$ cat src/rtl/mips_dbg_pkg.sv
// rtl/mips_dbg_pkg.sv - shared types and defaults for the core run controller
package mips_dbg_pkg;

  typedef enum logic [1:0] {
    ST_IDLE  = 2'd0,
    ST_RESET = 2'd1,
    ST_RUN   = 2'd2,
    ST_DONE  = 2'd3
  } run_state_e;

  localparam int          PC_W_DEF    = 16;
  localparam logic [15:0] HALT_PC_DEF = 16'hFFFC;

endpackage

$ cat src/rtl/pc_trace_buf.sv
// rtl/pc_trace_buf.sv - circular PC history with newest-first read mux
module pc_trace_buf #(
  parameter int PC_W  = 16,
  parameter int DEPTH = 8
) (
  input  logic                     clk,
  input  logic                     rst,
  input  logic                     clr,
  input  logic                     push,
  input  logic [PC_W-1:0]          din,
  input  logic [$clog2(DEPTH)-1:0] idx,
  output logic [PC_W-1:0]          dout,
  output logic [$clog2(DEPTH):0]   count
);

  localparam int IDX_W = $clog2(DEPTH);

  logic [PC_W-1:0]  mem_q [DEPTH];
  logic [IDX_W-1:0] wptr_q;
  logic [IDX_W:0]   count_q;
  logic [IDX_W-1:0] rd_ptr;

  always_ff @(posedge clk) begin
    if (rst || clr) begin
      for (int i = 0; i < DEPTH; i++) mem_q[i] <= '0;
      wptr_q  <= '0;
      count_q <= '0;
    end else if (push) begin
      mem_q[wptr_q] <= din;
      wptr_q        <= wptr_q + 1'b1;
      if (count_q != (IDX_W+1)'(DEPTH)) count_q <= count_q + 1'b1;
    end
  end

  // DEPTH is a power of two, so the pointer arithmetic wraps for free
  always_comb begin
    rd_ptr = wptr_q - 1'b1 - idx;
    dout   = ({1'b0, idx} < count_q) ? mem_q[rd_ptr] : '0;
  end

  assign count = count_q;

endmodule

$ cat src/rtl/mips_run_ctrl.sv
// rtl/mips_run_ctrl.sv - start/reset-hold/run sequencer for the single_cycle core
module mips_run_ctrl
  import mips_dbg_pkg::*;
#(
  parameter int              PC_W        = PC_W_DEF,
  parameter int              RST_CYCLES  = 4,
  parameter logic [PC_W-1:0] HALT_PC     = PC_W'(HALT_PC_DEF),
  parameter int              STALL_LIMIT = 3,
  parameter int              MAX_CYCLES  = 1000,
  parameter int              TRACE_DEPTH = 8
) (
  input  logic                           clk,
  input  logic                           rst,
  input  logic                           start,
  input  logic                           abort,
  input  logic [PC_W-1:0]                pc,
  output logic                           core_rst,
  output logic                           busy,
  output logic                           done,
  output logic                           timeout,
  output logic [15:0]                    cycle_cnt,
  input  logic [$clog2(TRACE_DEPTH)-1:0] trace_idx,
  output logic [PC_W-1:0]                trace_pc,
  output logic [$clog2(TRACE_DEPTH):0]   trace_cnt
);

  localparam int RC_W = $clog2(RST_CYCLES + 1);
  localparam int SC_W = $clog2(STALL_LIMIT + 1);

  run_state_e      state_q, state_d;
  logic [RC_W-1:0] rst_cnt_q, rst_cnt_d;
  logic [SC_W-1:0] stall_q, stall_d;
  logic            have_prev_q, have_prev_d;
  logic [PC_W-1:0] prev_pc_q, prev_pc_d;
  logic [15:0]     cycle_q, cycle_d;
  logic            tmo_q, tmo_d;
  logic            core_rst_q, core_rst_d, busy_q, busy_d, done_q, done_d;
  logic            trace_clr, trace_push;
  logic            hit_halt, hit_loop, hit_budget;

  always_ff @(posedge clk) begin
    if (rst) begin
      state_q     <= ST_IDLE;
      rst_cnt_q   <= '0;
      stall_q     <= '0;
      have_prev_q <= 1'b0;
      prev_pc_q   <= '0;
      cycle_q     <= '0;
      tmo_q       <= 1'b0;
      core_rst_q  <= 1'b1;
      busy_q      <= 1'b0;
      done_q      <= 1'b0;
    end else begin
      state_q     <= state_d;
      rst_cnt_q   <= rst_cnt_d;
      stall_q     <= stall_d;
      have_prev_q <= have_prev_d;
      prev_pc_q   <= prev_pc_d;
      cycle_q     <= cycle_d;
      tmo_q       <= tmo_d;
      core_rst_q  <= core_rst_d;
      busy_q      <= busy_d;
      done_q      <= done_d;
    end
  end

  always_comb begin
    state_d     = state_q;
    rst_cnt_d   = rst_cnt_q;
    stall_d     = stall_q;
    have_prev_d = have_prev_q;
    prev_pc_d   = prev_pc_q;
    cycle_d     = cycle_q;
    tmo_d       = tmo_q;
    trace_clr   = 1'b0;
    trace_push  = 1'b0;
    hit_halt    = 1'b0;
    hit_loop    = 1'b0;
    hit_budget  = 1'b0;
    case (state_q)
      ST_IDLE, ST_DONE: begin
        if (start) begin
          state_d     = ST_RESET;
          trace_clr   = 1'b1;
          rst_cnt_d   = '0;
          stall_d     = '0;
          have_prev_d = 1'b0;
          cycle_d     = '0;
          tmo_d       = 1'b0;
        end
      end
      ST_RESET: begin
        if (abort) state_d = ST_IDLE;
        else if (rst_cnt_q == RC_W'(RST_CYCLES - 1)) state_d = ST_RUN;
        else rst_cnt_d = rst_cnt_q + 1'b1;
      end
      ST_RUN: begin
        // every RUN cycle is a sample, even the one in which abort arrives
        trace_push  = 1'b1;
        cycle_d     = cycle_q + 16'd1;
        prev_pc_d   = pc;
        have_prev_d = 1'b1;
        stall_d     = (have_prev_q && pc == prev_pc_q) ? stall_q + 1'b1 : '0;
        hit_halt    = (pc == HALT_PC);
        hit_loop    = (stall_d == SC_W'(STALL_LIMIT));
        hit_budget  = (cycle_d == 16'(MAX_CYCLES));
        if (abort) begin
          state_d = ST_IDLE;
        end else if (hit_halt || hit_loop || hit_budget) begin
          state_d = ST_DONE;
          tmo_d   = !(hit_halt || hit_loop);
        end
      end
      default: state_d = ST_IDLE;
    endcase
  end

  always_comb begin
    core_rst_d = (state_d != ST_RUN);
    busy_d     = (state_d == ST_RESET) || (state_d == ST_RUN);
    done_d     = (state_d == ST_DONE);
  end

  pc_trace_buf #(
    .PC_W  (PC_W),
    .DEPTH (TRACE_DEPTH)
  ) u_trace (
    .clk   (clk),
    .rst   (rst),
    .clr   (trace_clr),
    .push  (trace_push),
    .din   (pc),
    .idx   (trace_idx),
    .dout  (trace_pc),
    .count (trace_cnt)
  );

  assign core_rst  = core_rst_q;
  assign busy      = busy_q;
  assign done      = done_q;
  assign timeout   = tmo_q;
  assign cycle_cnt = cycle_q;

endmodule

$ cat config.mk
export PLATFORM = sky130hd
export DESIGN_NAME = mips_run_ctrl
export DESIGN_NICKNAME = d
export VERILOG_FILES = /design/src/rtl/mips_dbg_pkg.sv /design/src/rtl/pc_trace_buf.sv /design/src/rtl/mips_run_ctrl.sv
export SDC_FILE = /design/constraint.sdc
export NUM_CORES = 1
export LEC_CHECK = 0
export ABC_AREA = 0
export CORE_MARGIN = 8
export CORE_UTILIZATION = 35
export DETAILED_ROUTE_END_ITERATION = 8
export GPL_ROUTABILITY_DRIVEN = 1
export GPL_TIMING_DRIVEN = 0
export PLACE_DENSITY = 0.54
export SLEW_MARGIN = 10
export SYNTH_ARGS = -nofsm -noshare
export SYNTH_HDL_FRONTEND = slang
export SYNTH_HIERARCHICAL = 1
export SYNTH_SLANG_ARGS = --single-unit
$ cat constraint.sdc
create_clock -name clk -period 3.56 [get_ports clk]
set_input_delay 0.712 -clock clk [delete_from_list [all_inputs] [get_ports clk]]
set_output_delay 0.712 -clock clk [all_outputs]
set_load 0.005 [all_outputs]
==> Yosys cells after proc, flatten, opt, wreduce, memory -nomap -nowiden <==
Memories as Yosys holds them, arrays and structs flattened.
Cells that the tools add are included.
{ "totals": {"out_inout_bits": 40, "latchBits": 0, "register_bits": 51, "memories": 1, "rom_bits": 0, "ram_bits": 128} }
{ "mem_list": {"columns": ["memory", "depth", "word_bits", "rd", "rd_clocked_by_memory_dff", "write_ports", "line_no", "rtl"], "rows": [
  ["u_trace.mem_q", 8, 16, 1, 0, 8, "pc_trace_buf.sv:18", "logic [PC_W-1:0] mem_q [DEPTH];"]
]} }
{ "op_classes": {"n_mux": 32, "n_bitwise": 0, "div": 0, "n_eq_ne": 18, "magnitude_cmp": 1, "mul": 0, "n_addsub": 7, "n_shift": 0, "reduce_logical": 15} }
{ "op_table": {"columns": ["cell", "n"], "rows": [
  ["2-to-1 mux 16 bit", 3],
  ["case mux 16 bit (2 select lines)", 1],
  ["adder 16 x 1 -> 16 bit, second input constant", 1],
  ["== test 16 x 10 -> 1 bit, second input constant", 1],
  ["== test 16 bit", 1],
  ["== test 16 bit, second input constant", 1],
  ["OR reduction 16 bit", 1],
  ["2-to-1 mux 2 bit", 7],
  ["2-to-1 mux 1 bit", 12],
  ["2-to-1 mux 3 bit", 4],
  ["!= test 2 bit, second input constant", 6],
  ["== test 2 bit, second input constant", 5],
  ["AND reduction 4 bit", 2],
  ["adder 3 x 1 -> 3 bit, second input constant", 2],
  ["case mux 2 bit (3 select lines)", 1],
  ["case mux 3 bit (2 select lines)", 1],
  ["adder 4 x 1 -> 4 bit, second input constant", 1],
  ["== test 2 x 1 -> 1 bit, second input constant", 2],
  ["logical OR 1 bit", 4],
  ["< comparator 3 x 4 -> 1 bit", 1],
  ["!= test 4 bit, second input constant", 1],
  ["case mux 1 bit (2 select lines)", 2],
  ["case mux 2 bit (2 select lines)", 1],
  ["AND reduction 2 bit", 2],
  ["other kinds (9)", 10]
]} }

==> Longest topological paths before layout <==
{ "depth": {"word_depth": 11, "depth_mapped": 11, "depth_no_buf": 9} }

==> By module <==
Netlist, hierarchy kept.
{ "by_module_without_submodules": {"columns": ["mod", "seq_area_each_um2", "area_per_inst_um2", "n_inst", "cells_each"], "rows": [
  ["pc_trace_buf", 3983.8, 6378.6, 1, 409],
  ["mips_run_ctrl", 880.8, 2484.9, 1, 298]
]} }

==> Least setup slack after synthesis <==
Ideal clock, no wire load.
{ "synth_timing": {"path_kind": "input to output", "start": "input port trace_idx[0]", "end": "output port trace_pc[11]", "cell_stages": 7, "setup_slack_ns": 0.467, "arrival_ns": 2.381, "n_path_buf": 1, "cell_sequence": "inv_1 > ha_1 > fa_1 > clkbuf_1 > mux4_2 > mux2i_1 > a21oi_1"} }
{ "synth_between": {"elab_chain_len": 3, "elab_cells_between_ends": 4} }
{ "synth_rtl": {"columns": ["item", "line_no", "rtl"], "rows": [
  ["start: declaration", "mips_run_ctrl.sv:22", "input logic [$clog2(TRACE_DEPTH)-1:0] trace_idx,"],
  ["subtractor 3 bit", "pc_trace_buf.sv:37", "rd_ptr = wptr_q - 1'b1 - idx;"],
  ["memory (8 x 16 bit)", null, null],
  ["2-to-1 mux 16 bit *", "pc_trace_buf.sv:38", "dout = ({1'b0, idx} < count_q) ? mem_q[rd_ptr] : '0;"],
  ["end: declaration", "mips_run_ctrl.sv:23", "output logic [PC_W-1:0] trace_pc,"]
]} }
Every way passes the cells marked *; elsewhere a longest branch is shown, timed or not.

==> Worst setup path after layout <==
{ "layout_timing": {"start": "input port trace_idx[1]", "end": "output port trace_pc[11]"} }
Same word-level chain as after synthesis.

==> flow_metrics.py <==
metrics = {
    "global_routing": {
        "grt_usage_pct": 14.63,
        "grt_max_degree": 17,
        "grt_pass1_wl_um": 34800,
        "grt_pass1_vias": 6151,
        "grt_overflow": 0,
        "grt_antenna_before_repair": 0,
    },
    "sta": {
        "holdWs_ns": 0.4644,
        "skew_ns": 0.01233,
        "min_period_ns": 3.426,
        "finalHoldViolations": 0,
        "maxSlewHeadroom_pct": 35.74,
        "rsz0062_at_grt": "false",
        "drv_slew": 0,
        "worst_pin_slew_ns": 0.9640,
        "setup_violations": 0,
        "period_share_pct": 96.23,
        "fmax_mhz": 291.9,
    },
    "logic_synthesis": {
        "synth_seq_cells": 179,
        "yosys.area_share.adder_pct": 2.061,
        "synthFlopType": "edfxtp_1",
        "synth.yosys.warnings": 6,
        "netlist_instances": 707,
        "synthArstFlopShare_pct": 0,
        "synth_simple_gate_area_share_pct": 18.86,
        "synth_cell_types": 65,
        "synth.area.mux_share_pct": 12.25,
        "synth_fp_nets": 744,
        "syn-cell-area_um2": 8864,
        "ys_seq_area_share_pct": 54.88,
        "synth_compound_area_share_pct": 6.028,
        "synth_edf_count": 128,
        "synth_xor_area_share_pct": 2.767,
        "synth_top_family_by_area": "simple AND/OR/NAND/NOR gates",
        "syn_avg_cell_area_um2": 12.54,
    },
    "routing": {
        "num_vias": 5874,
        "final_antenna_net_count": 0,
        "first_pass_iters": 4,
        "drt-initial-drc-count": 332,
        "drc_errors": 0,
        "via_per_inst": 5.121,
        "routed_wl_um": 22110,
        "drt-wirelength-per-cell_um": 19.27,
    },
    "floorplanning": {
        "core-area_um2": 25040,
        "die_w_um": 175.1,
        "dieArea_um2": 30670,
        "die_h_um": 175.1,
        "rows": 58,
        "initial_core_util_pct": 35.40,
        "ios": 63,
    },
    "pwr": {
        "swShare_pct": 24.03,
        "p_switching_uw": 1216,
        "powerDensity_nw_per_um2": 469.8,
        "ir_worst_vdd_uv": 253.9,
        "clkPwrFrac_pct": 38.1,
        "power_frac_seq_pct": 49.2,
        "p_comb_share_pct": 12.7,
        "internal_power_uw": 3844,
        "power_leakage_uw": 0.003944,
    },
    "worst_hold_path": {
        "hold_depth": 2,
        "hold_path_startpoint": "rst_cnt_q[1]",
        "hold_path_class": "reg2reg",
        "min_to": "rst_cnt_q[1]",
    },
    "placement": {
        "gp_routability_congestion": 0.8167,
        "io_buffers": 62,
        "dp_hpwl_um": 15810,
    },
    "finish": {
        "post-route-util_pct": 43.02,
        "final_cell_mix": "130 x and2_1, 128 x edfxtp_1, 50 x dfxtp_1",
        "final_common_cell": "and2_1",
        "n_fill_cell": 2325,
        "final_layout_size_suffix_gt1_share_pct": 17.50,
        "area_growth_pct": 21.51,
        "num_antenna_cells": 0,
        "nets": 841,
    },
    "worst_setup_path": {
        "reg2reg_to": "u_trace/mem_q[0][4]",
        "cp_max_fo": 7,
        "rr_startpoint": "state_q[0]",
        "worstRegToRegCells": 9,
        "critPathArrivalTime_ns": 2.71,
        "crit_slowest_cell": "fa_2",
        "start_kind": "input port",
        "critPathCaptureType": "output pin",
        "max_stage_delay_ns": 0.59,
        "critPathKind": "in2out",
        "path_cells": "dlygate4sd2_1, inv_1, fa_2, buf_12, clkbuf_16, mux4_2, mux2i_1, a21oi_1, clkdlybuf4s15_1",
        "worstPathRequired_ns": 2.85,
        "r2r_slack_ns": 0.31,
    },
    "job": {
        "cap_violations": 0,
    },
    "clock_network": {
        "clock_latency_ns": 0.42,
        "clkTransAtPathRegs_ns": 0.07,
        "htree_levels": 4,
        "cts_hold_buffers": 0,
        "cts.sink_count": 179,
        "cts_root_buffer": "clkbuf_16",
        "clk_path_buf_depth": 2,
        "cts_tree": "done",
        "cts_made_buffers": 17,
    },
    "run_status": {
        "status": "completed",
    },
}
-- state kept, by name (all words and copies together) (netlist names), 2 cells and up --
register        flops
prev_pc_q          16
cycle_cnt          16
stall_q             2
state_q             2
rst_cnt_q           3
u_trace/count       4
u_trace/wptr_q      3
u_trace/mem_q     128
-- metal layers --
metal / up-vias / wire (um) / GRT usage (%)
met5: - / 0 / 0
met4: 0 / 312 / 4.415
li1: 2790 / - / -
met2: 129 / 10840 / 24.97
met3: 20 / 789 / 2.871
met1: 2935 / 10160 / 18.45
-- timing repair --
action                                  CTS  global route
endpoints found under the setup margin   16            11
pin swaps                                 2             1
resized for setup                        70             4
buffers inserted                          7             0
gates cloned                              2             1
hold endpoints to repair                  0             0
-- through the flow --
step	power, uW	instances	setup slack, ns	cell area (um^2)	setup TNS (ns)
4_1_cts	5111	1146	-0.01202	10750	-0.01202
5_1_grt	5257	1147	0.01698	10770	0
3_5_place_dp	3167	1105	-1.075	10010	-14.43
2_1_floorplan	2882	707	0.4674	8864	0
3_3_place_gp	3121	1099	-1.071	9897	-102.41
6_report	5060	1147	0.1343	10770	0
-- cell type report --
type	count	area, um^2	share of cell area, %
Buffer	39	269.0	2.498
Clock buffer	23	531.8	4.937
Clock inverter	9	83.83	0.7783
Inverter	15	56.30	0.5228
Multi-Input combinational cell	474	3747	34.79
Sequential cell	179	4866	45.18
Tap cell	330	412.9	3.834
Timing Repair Buffer	78	803.3	7.458
-- logic make-up (layout without fill, tap and decap cells) --
| family | count (synthesis) | in the layout |
|---|---|---|
| simple gates | 282 | 282 |
| flops | 179 | 179 |
| compound gates | 86 | 86 |
| mux | 67 | 67 |
| buf+inv | 54 | 164 |
| xor+xnor | 25 | 25 |
| fa+ha+maj | 14 | 14 |
-- worst max-delay path: cells and delay by family --
kind	cells	cell delay [ns]
buffers and inverters	5	0.83
adder cells (fa/ha/maj)	1	0.59
multiplexers	2	0.51
AO/OA/AOI/OAI	1	0.06
-- power by group through the flow --
stage / sequential (uW) / combinational (uW) / clock, uW
floorplan: 2520 / 363 / 0
global placement: 2540 / 585 / 0
detailed placement: 2540 / 630 / 0
CTS: 2490 / 649 / 1970
global route: 2510 / 701 / 2050
finish: 2490 / 645 / 1930
-- Yosys cell counts (6+ instances only) --
library cell,count,area share (%)
a21oi_1,38,2.1
and2_1,130,9.2
buf_2,11,0.62
buf_6,6,0.76
clkbuf_1,13,0.55
dfxtp_1,51,12
edfxtp_1,128,43
ha_1,13,1.8
inv_1,14,0.59
mux2i_1,35,4.0
mux4_2,28,7.1
nand2_1,18,0.76
nand2b_1,6,0.42
nand3_1,11,0.62
nand4_1,14,0.99
nor2_1,48,2.0
nor2_2,6,0.42
nor4_1,8,0.56
o21ai_0,18,1.0
xnor2_1,16,1.6
xor2_1,7,0.69
-- worst max path at each step --
stage,slack (ns),to,startpoint,cells after the start
floorplan,0.47,trace_pc[11],trace_idx[0],7
global placement,-1.07,trace_pc[7],trace_idx[0],9
detailed placement,-1.07,trace_pc[11],trace_idx[0],9
CTS,-0.01,trace_pc[11],trace_idx[0],10
global route,0.02,trace_pc[12],u_trace/wptr_q[0],9
finish,0.13,trace_pc[11],trace_idx[1],9
Power figures use the tool's default switching activity.
